**src/rtl/multicycle_control.sv**
```systemverilog
// Multicycle LEGv8 control sequencer: fetches into IR, then walks a
// per-class FSM driving the shared datapath strobes.
module multicycle_control (
  input  logic        CLK,
  input  logic        Reset,
  output logic        imem_req,
  input  logic        imem_valid,
  input  logic [31:0] imem_rdata,
  output logic [31:0] IR,
  output logic        dmem_req,
  output logic        dmem_we,
  input  logic        dmem_ready,
  input  logic        Zero,
  output logic [1:0]  SignOp,
  output logic        movz,
  output logic [1:0]  lsl,
  output logic        ALUSrc,
  output logic [3:0]  ALUOp,
  output logic        Reg2Loc,
  output logic        RegWrite,
  output logic        MemToReg,
  output logic        PCWrite,
  output logic        PCSrc,
  output logic        illegal,
  output logic [31:0] retired
);

  typedef enum logic [2:0] {
    S_RST,
    S_FETCH,
    S_DECODE,
    S_EXEC,
    S_MEM,
    S_WB,
    S_TRAP
  } state_t;

  typedef enum logic [3:0] {
    C_ADD,
    C_SUB,
    C_AND,
    C_ORR,
    C_ADDI,
    C_SUBI,
    C_LDUR,
    C_STUR,
    C_B,
    C_CBZ,
    C_MOVZ,
    C_ILL
  } cls_t;

  localparam logic [3:0] ALU_ADD  = 4'b0010;
  localparam logic [3:0] ALU_SUB  = 4'b0110;
  localparam logic [3:0] ALU_AND  = 4'b0000;
  localparam logic [3:0] ALU_ORR  = 4'b0001;
  localparam logic [3:0] ALU_PASS = 4'b0111;

  state_t      state;
  state_t      state_nx;
  cls_t        cls;
  logic [10:0] op;
  logic        is_mem;
  logic        is_br;
  logic        held;

  assign op = IR[31:21];

  always_comb begin
    cls = C_ILL;
    unique case (1'b1)
      (op == 11'b10001011000):      cls = C_ADD;
      (op == 11'b11001011000):      cls = C_SUB;
      (op == 11'b10001010000):      cls = C_AND;
      (op == 11'b10101010000):      cls = C_ORR;
      (op[10:1] == 10'b1001000100): cls = C_ADDI;
      (op[10:1] == 10'b1101000100): cls = C_SUBI;
      (op == 11'b11111000010):      cls = C_LDUR;
      (op == 11'b11111000000):      cls = C_STUR;
      (op[10:5] == 6'b000101):      cls = C_B;
      (op[10:3] == 8'b10110100):    cls = C_CBZ;
      (op[10:2] == 9'b110100101):   cls = C_MOVZ;
      default:                      cls = C_ILL;
    endcase
  end

  assign is_mem = (cls == C_LDUR) || (cls == C_STUR);
  assign is_br  = (cls == C_B) || (cls == C_CBZ);

  always_comb begin
    state_nx = state;
    case (state)
      S_RST:    state_nx = S_FETCH;
      S_FETCH:  if (imem_valid) state_nx = S_DECODE;
      S_DECODE: state_nx = (cls == C_ILL) ? S_TRAP : S_EXEC;
      S_EXEC: begin
        if (is_mem)     state_nx = S_MEM;
        else if (is_br) state_nx = S_FETCH;
        else            state_nx = S_WB;
      end
      S_MEM: begin
        if (dmem_ready)
          state_nx = (cls == C_STUR) ? S_FETCH : S_WB;
      end
      S_WB:     state_nx = S_FETCH;
      S_TRAP:   state_nx = S_TRAP;
      default:  state_nx = S_RST;
    endcase
  end

  // Extender/ALU selects stay stable for the whole instruction body
  assign held = (state == S_DECODE) || (state == S_EXEC) ||
                (state == S_MEM) || (state == S_WB);

  always_comb begin
    SignOp   = 2'b00;
    movz     = 1'b0;
    lsl      = 2'b00;
    ALUSrc   = 1'b0;
    ALUOp    = 4'b0000;
    Reg2Loc  = 1'b0;
    MemToReg = 1'b0;
    if (held) begin
      case (cls)
        C_ADD: ALUOp = ALU_ADD;
        C_SUB: ALUOp = ALU_SUB;
        C_AND: ALUOp = ALU_AND;
        C_ORR: ALUOp = ALU_ORR;
        C_ADDI: begin
          ALUOp  = ALU_ADD;
          ALUSrc = 1'b1;
        end
        C_SUBI: begin
          ALUOp  = ALU_SUB;
          ALUSrc = 1'b1;
        end
        C_LDUR: begin
          SignOp   = 2'b01;
          ALUOp    = ALU_ADD;
          ALUSrc   = 1'b1;
          MemToReg = 1'b1;
        end
        C_STUR: begin
          SignOp  = 2'b01;
          ALUOp   = ALU_ADD;
          ALUSrc  = 1'b1;
          Reg2Loc = 1'b1;
        end
        C_B: SignOp = 2'b10;
        C_CBZ: begin
          SignOp  = 2'b11;
          ALUOp   = ALU_PASS;
          Reg2Loc = 1'b1;
        end
        C_MOVZ: begin
          movz   = 1'b1;
          lsl    = IR[22:21];
          ALUOp  = ALU_PASS;
          ALUSrc = 1'b1;
        end
        default: ;
      endcase
    end
  end

  always_comb begin
    imem_req = 1'b0;
    dmem_req = 1'b0;
    dmem_we  = 1'b0;
    RegWrite = 1'b0;
    PCWrite  = 1'b0;
    PCSrc    = 1'b0;
    case (state)
      S_FETCH: imem_req = 1'b1;
      S_EXEC: begin
        if (is_br) begin
          PCWrite = 1'b1;
          PCSrc   = (cls == C_B) || Zero;
        end
      end
      S_MEM: begin
        dmem_req = 1'b1;
        dmem_we  = (cls == C_STUR);
        PCWrite  = (cls == C_STUR) && dmem_ready;
      end
      S_WB: begin
        RegWrite = 1'b1;
        PCWrite  = 1'b1;
      end
      default: ;
    endcase
  end

  always_ff @(posedge CLK or posedge Reset) begin
    if (Reset) begin
      state   <= S_RST;
      IR      <= '0;
      retired <= '0;
      illegal <= 1'b0;
    end else begin
      state <= state_nx;
      if (state == S_FETCH && imem_valid)
        IR <= imem_rdata;
      if (PCWrite)
        retired <= retired + 32'd1;
      if (state == S_DECODE && cls == C_ILL)
        illegal <= 1'b1;
    end
  end

endmodule
```
**config.mk**
```make
export PLATFORM = sky130hd
export DESIGN_NAME = multicycle_control
export DESIGN_NICKNAME = d
export VERILOG_FILES = /design/src/rtl/multicycle_control.sv
export SDC_FILE = /design/constraint.sdc
export NUM_CORES = 1
export LEC_CHECK = 0
export BUFFER_PORTS_ARGS = -buffer_cell sky130_fd_sc_hd__buf_2
export CAP_MARGIN = 20
export CORE_MARGIN = 5
export CORE_UTILIZATION = 40
export CTS_BUF_LIST = sky130_fd_sc_hd__clkbuf_4 sky130_fd_sc_hd__clkbuf_8 sky130_fd_sc_hd__clkbuf_16
export DETAILED_ROUTE_END_ITERATION = 7
export MAX_ROUTING_LAYER = met4
export PLACE_DENSITY_LB_ADDON = 0.2
export RECOVER_POWER = 25
export SYNTH_ARGS = -nofsm -noshare
export SYNTH_HDL_FRONTEND = slang
export SYNTH_SLANG_ARGS = --single-unit
```
**constraint.sdc**
```tcl
create_clock -name CLK -period 1.8 [get_ports CLK]
set_clock_uncertainty 0.05 [all_clocks]
set_input_delay 0.09 -clock CLK [delete_from_list [all_inputs] [get_ports CLK]]
set_output_delay 0.09 -clock CLK [all_outputs]
set_load 0.01 [all_outputs]
```
==> results of run 1 <==
==> state kept, by name, summed over array words and instances, names as in the netlist <==
signal	count
retired	32
IR	32
illegal	1
state	3
==> power by group through the flow <==
stage          Combinational (µW)  Sequential (µW)  Clock, µW
6_report                     4120             2390       1550
5_1_grt                      4400             2460       1650
4_1_cts                      3620             2380       1580
3_5_place_dp                 3110             2390          0
3_3_place_gp                 3070             2360          0
2_1_floorplan                1380             2630          0
==> cell families (layout without fill, tap and decap cells) <==
family / after synthesis / in the layout / synth area share (%)
adders and majority gates: 2 / 2 / 0.725
buffers and inverters: 20 / 275 / 2.83
xor gates and xnor gates: 31 / 31 / 7.86
DFF: 68 / 68 / 49.3
muxes: 32 / 32 / 10.4
other: 1 / 1 / 0.109
and+or+nand+nor: 118 / 118 / 21.7
AOI/OAI and AO/OA: 34 / 35 / 7.03
==> worst max-delay path by stage <==
| stage | end | cells past startpoint | slack (ns) |
|---|---|---|---|
| final | ALUOp[2] | 6 | -0.42 |
| after global placement | retired[1] | 6 | -0.17 |
| after CTS | ALUOp[1] | 5 | -0.39 |
| after detailed placement | retired[19] | 6 | -0.23 |
| after floorplan | retired[19] | 6 | -0.10 |
| after global routing | PCSrc | 7 | -0.52 |
==> Yosys cell counts (3+ instances only) <==
cell and number:
inv_1 7, nor2b_1 3, nor4_2 3, o21ai_0 6
nand2_1 18, mux2_2 32, nor3_1 11, buf_2 9
xnor2_1 21, a31oi_1 3, xor2_1 10, nand4_1 18
nand3_1 23, and3_1 6, dfrtp_1 68, a21oi_1 7
and2_1 3, nor2_1 11
==> layout by cell type, fill, tap and decap left out, types with 3 or more instances in the layout <==
cell and n:
a21oi_1 4, a21oi_2 3, a31oi_1 3, and3_1 6
buf_12 3, buf_2 115, buf_4 73, buf_6 23
bufinv_16 3, clkbuf_8 9, dfrtp_1 60, dfrtp_2 8
dlygate4sd3_1 33, inv_1 6, mux2_2 31, nand2_1 12
nand2_2 3, nand2_4 3, nand3_1 14, nand3_2 4
nand3_4 5, nand4_1 18, nor2_1 8, nor3_1 4
nor3_2 3, nor3_4 4, nor4_4 6, o21ai_0 3
xnor2_1 16, xnor2_2 5, xor2_1 10
==> metal layers <==
layer / global-route usage [%] / share of wire (%)
met5: - / 0
met4: 5.88 / 1.9
met3: 4.47 / 5.4
met2: 36.0 / 52
met1: 27.0 / 40
==> worst register-to-register path, delay by kind of cell (launching register included) <==
kind	cells	cell delay, ns
and+or+nand+nor	2	0.36
AOI/OAI and AO/OA	1	0.19
buffers and inverters	5	0.68
muxes	1	0.29
DFF	1	0.44
==> final cells by class <==
cell class / instances / share of cell area, %
Multi-Input combinational cell: 219 / 35.1
Timing Repair Buffer: 252 / 30.2
Sequential cell: 68 / 28.1
Tap cell: 105 / 2.15
Clock buffer: 9 / 2.03
Clock inverter: 7 / 2.03
Inverter: 7 / 0.492
==> stage by stage <==
step,instances,total power [µW],area (µm²)
floorplan,306,4010,3600
global route,667,8520,6100
global placement,586,5440,4810
CTS,650,7590,5790
finish,667,8070,6100
detailed placement,586,5500,4810
==> timing repair <==
action,in CTS,in global routing
pin swaps,36,33
setup endpoints to repair,49,60
endpoints found under the hold margin,100,0
gates cloned,3,0
buffers inserted,12,19
hold buffers,33,0
gates resized for setup,46,47
==> reports/qor.csv, run 1 <==
metric;value;unit
vias_per_cell;5.21;
grtUsageTotal;21.7;%
synth_edf_count;0;
clock_latency;0.35;ns
grt_pass1_wl;17500;µm
period_needed;2.22;ns
cap_viol_max_count;0;
finalHoldViolCount;0;
vias;3474;
finalCritPeriodShare;124;%
routed_wl;11200;µm
critPathKind;reg2out;
setup-tns-final;-11.50;ns
startpoint;IR[27];
fp.dieH;103;µm
antenna_found_initial;0;
grt_pass1_vias;3533;
layout_setup_ws;-0.423;ns
grt_max_degree;43;
io_pins;120;
clkTransAtPathRegs;0.08;ns
synth_top_area_cell;dfrtp_1;
ys_seq_area_share;49.3;%
register_area;1710;µm²
path_cells;or4b_4 > nor3_2 > o211ai_1 > buf_4 > a31oi_1 > buf_2;
ff2ff_path_depth;9;
avgSynthCellArea;11.3;µm²
fin_util;73.5;%
cts.sinks;68;
rsz0062_at_grt;yes;
hold_end;state[0];
pwr-share-seq;29.6;%
yosysWarningCount;0;
routedWlPerCell;16.8;µm
cts_buffers;9;
drc;0;
synthArstFlopShare;100;%
hold_start;dmem_ready;
worstMarginPinSlew;1.06;ns
hold_slack;0.259;ns
cp-end-kind;output pin;
grt-ovfl-total;0;
rrSetupSlack;-0.33;ns
drt_iter0_markers;162;
clockBufferDepth;2;
comb_power_share;51.1;%
htreeDepth;3;
failed_checks;setup timing;
root_buffer;clkbuf_8;
fin_nets;596;
syn_inst;306;
slew_viol_final;0;
die_w;103;µm
dieArea;10600;µm²
synth_area;3450;µm²
worst-path-buf-inv;2;
startpoint_type;flip-flop;
r2r_end;retired[1];
ir_drop;0.754;mV
status;finished with violations;
crit_family;simple AND/OR/NAND/NOR gates;
hp-class;in2reg;
portBuffers;118;
area_delta_synth_final;76.6;%
core;8300;µm²
reg2reg_from;IR[23];
ys_ff_latch;68;
power_switching_share;36.8;%
place_ws;-0.226;ns
initial_core_util;41.6;%
gp_congestion;0.836;
synth-main-ff-cell;dfrtp_1;
synthTopCellsByArea;dfrtp_1, mux2_2, xnor2_1, nand3_1, nand4_1;
multi_input_area;2140;µm²
synth_fp_nets;345;
rows;33;
p_leak;0.00286;µW
hold_path_depth;5;
synth_top_area_share;49.3;%
p_per_area;1320;nW/µm²
max_stage_delay;0.61;ns
max_clock_freq;450;MHz
critPathRequiredTime;1.66;ns
internal_power;5100;µW
cts_tree;done;
clockPowerShare;19.2;%
dr.pass1.iters;4;
slowest_stage;or4b_4;
ys_types;56;
crit_arrival;2.08;ns
dpl.hpwl;7210;µm
drive_gt1_share;60.3;%
drtAntennaViolNets;0;
path_max_fanout;4;
switching_power;2970;µW
fillers;547;
antennaDiodeCount;0;
relSlewSlack;29.6;%
setup_viol;49;
Note: power is estimated with default switching activity, not from simulation.
==> run 2: changes to the inputs <==
--- a/config.mk
+++ b/config.mk
@@ -5,12 +5,12 @@
 export SDC_FILE = /design/constraint.sdc
 export NUM_CORES = 1
 export LEC_CHECK = 0
-export BUFFER_PORTS_ARGS = -buffer_cell sky130_fd_sc_hd__buf_2
 export CAP_MARGIN = 20
-export CORE_MARGIN = 5
+export CORE_MARGIN = 4
 export CORE_UTILIZATION = 40
 export CTS_BUF_LIST = sky130_fd_sc_hd__clkbuf_4 sky130_fd_sc_hd__clkbuf_8 sky130_fd_sc_hd__clkbuf_16
 export DETAILED_ROUTE_END_ITERATION = 7
+export DONT_BUFFER_PORTS = 1
 export MAX_ROUTING_LAYER = met4
 export PLACE_DENSITY_LB_ADDON = 0.2
 export RECOVER_POWER = 25
==> run 2 against run 1 <==
  * The flow still finishes with violations (setup timing)
  * Combinational power shrank 9.0%
  * Cell count shrank 15%
  * Register-to-register slack gained 0.10 ns
  * Cell area shrank 7.1%
  * Sequential share of layout area grew 2.1 points
  * Critical endpoint unchanged
  * Global-route usage shrank 1.0 points
  * Power shrank 3.8%
  * Setup slack lost 0.0029 ns
  * Highest routed layer unchanged
==> reports/qor.csv, run 2 (synthesized netlist as in run 1, its figures left out) <==
metric;value;unit;change
status;finished with violations;;
failed_checks;setup timing;;
top_regs;IR x32, retired x32, state x3;;
p_per_area;1370;nW/µm²;+3.5%
cts_buffers;9;;unchanged
place_ws;-0.166;ns;+0.0609 ns
vias_per_cell;5.47;;+5.1%
hold_end;state[0];;
die_w;101;µm;-1.9%
routedWlPerCell;18.9;µm;+12%
finalHoldViolCount;0;;unchanged
slew_viol_final;0;;unchanged
crit_arrival;2.09;ns;about the same
ff2ff_path_depth;8;;-1
grt_pass1_wl;16000;µm;-8.6%
grt_pass1_vias;3082;;-13%
grt-ovfl-total;0;;unchanged
path_cells;or4b_4 > nor3_4 > o211ai_1 > buf_4 > a31oi_1 > buf_4;;
drc;0;;unchanged
vias;3086;;-11%
dr.pass1.iters;4;;unchanged
max_stage_delay;0.58;ns;-0.03 ns
grtUsageMet2;32.4;%;-3.6 points
finalCritPeriodShare;124;%;+0.16 points
power;7760;µW;-3.8%
period_needed;2.23;ns;+0.00292 ns
htreeDepth;3;;unchanged
register_area;1710;µm²;unchanged
layout_common_cells;buf_4, dfrtp_1, dlygate4sd3_1;;
cts_tree;done;;
p_leak;0.00251;µW;-12%
max_clock_freq;449;MHz;-0.13%
drive_gt1_share;50.5;%;-9.8 points
drtAntennaViolNets;0;;unchanged
gr-usage-met1;26.6;%;-0.40 points
cp-end-kind;output pin;;
ir_drop;0.762;mV;+1.1%
fp.dieH;101;µm;-1.9%
layout_setup_ws;-0.426;ns;-0.00292 ns
antenna_found_initial;0;;unchanged
routed_wl;10700;µm;-4.9%
slowest_stage;or4b_4;;
grtUsageTotal;20.7;%;-1.0 points
grt_busiest_layer;met2;;
rsz0062_at_grt;yes;;
core;8300;µm²;unchanged
hp-class;in2reg;;
setup-tns-final;-8.31;ns;+3.19 ns
clock_latency;0.34;ns;about the same
r2r_end;retired[1];;
critPathRequiredTime;1.66;ns;about the same
clockBufferDepth;2;;unchanged
startpoint;IR[23];;
antennaDiodeCount;0;;unchanged
io_pins;120;;unchanged
cts.sinks;68;;unchanged
cp_common_cell;buf_4;;
multi_input_area;2150;µm²;+0.35%
startpoint_type;flip-flop;;
dpl.hpwl;6740;µm;-6.5%
reg2reg_from;IR[24];;
dieArea;10200;µm²;-3.8%
grt_max_degree;40;;-7.0%
fillers;614;;+12%
portBuffers;0;;-100%
critPathKind;reg2out;;
met3_usage;3.81;%;-0.66 points
rows;33;;unchanged
clkTransAtPathRegs;0.08;ns;about the same
rrSetupSlack;-0.23;ns;+0.10 ns
initial_core_util;41.6;%;unchanged
root_buffer;clkbuf_8;;
drt_iter0_markers;118;;-27%
relSlewSlack;9.84;%;-20 points
fin_nets;493;;-17%
area_delta_synth_final;64.2;%;
path_max_fanout;3;;-1
final_common_cell;buf_4;;
hold_path_depth;4;;-1
worstMarginPinSlew;1.35;ns;+0.288 ns
setup_viol;57;;+16%
cap_viol_max_count;0;;unchanged
hold_start;dmem_ready;;
gp_congestion;0.943;;+13%
[run 2: what timing repair did]
action / CTS / global route
buffers inserted: 15 / 16
hold buffers: 33 / 0
cloned: 2 / 2
pin swaps: 46 / 34
gates resized for setup: 55 / 52
setup endpoints to repair: 48 / 73
endpoints found under the hold margin: 61 / 0
[run 2: worst max-delay path, delay by kind of cell, from the launching register on]
kind                   cells  cell delay, ns
AND/OR/NAND/NOR            2            0.71
flip-flops                 1            0.44
buffers and inverters      2            0.30
AO/OA/AOI/OAI              2            0.29
[run 2: how the worst max path moves through the flow]
stage	end	cells past startpoint
global placement	retired[1]	5
floorplan	retired[19]	6
CTS	PCSrc	6
finish	ALUOp[2]	6
global route	ALUOp[1]	4
detailed placement	state[0]	6
[run 2: area by class of cell]
| cell class | count | share of cell area (%) |
|---|---|---|
| Sequential cell | 68 | 30.2 |
| Timing Repair Buffer | 150 | 25.1 |
| Clock buffer | 11 | 2.56 |
| Inverter | 7 | 0.486 |
| Clock inverter | 5 | 1.50 |
| Multi-Input combinational cell | 218 | 37.9 |
| Tap cell | 105 | 2.32 |
[run 2: metal layers]
metal / wire length (µm) / vias up / part of all wire [%]
li1: - / 1428 / -
met1: 4380 / 1558 / 41
met2: 5580 / 89 / 52
met3: 621 / 11 / 5.8
met4: 95 / 0 / 0.89
met5: 0 / - / 0
[run 2: power breakdown]
group	total (µW)	internal, µW	switching, µW
sequential	2580	2000	579
clock	1430	838	593
combinational	3750	2090	1660
total	7760	4930	2830
[run 2: metrics by stage]
step | std cells | cell area, µm² | utilization (%) | hold slack (ns)
final | 564 | 5670 | 68.3 | 0.0763
after global routing | 564 | 5670 | 68.3 | 0.108
after CTS | 550 | 5310 | 64.0 | 0.0495
after detailed placement | 485 | 4340 | 52.3 | 0.0385
after global placement | 485 | 4340 | 52.3 | 0.0368
after floorplan | 306 | 3600 | - | 0.157
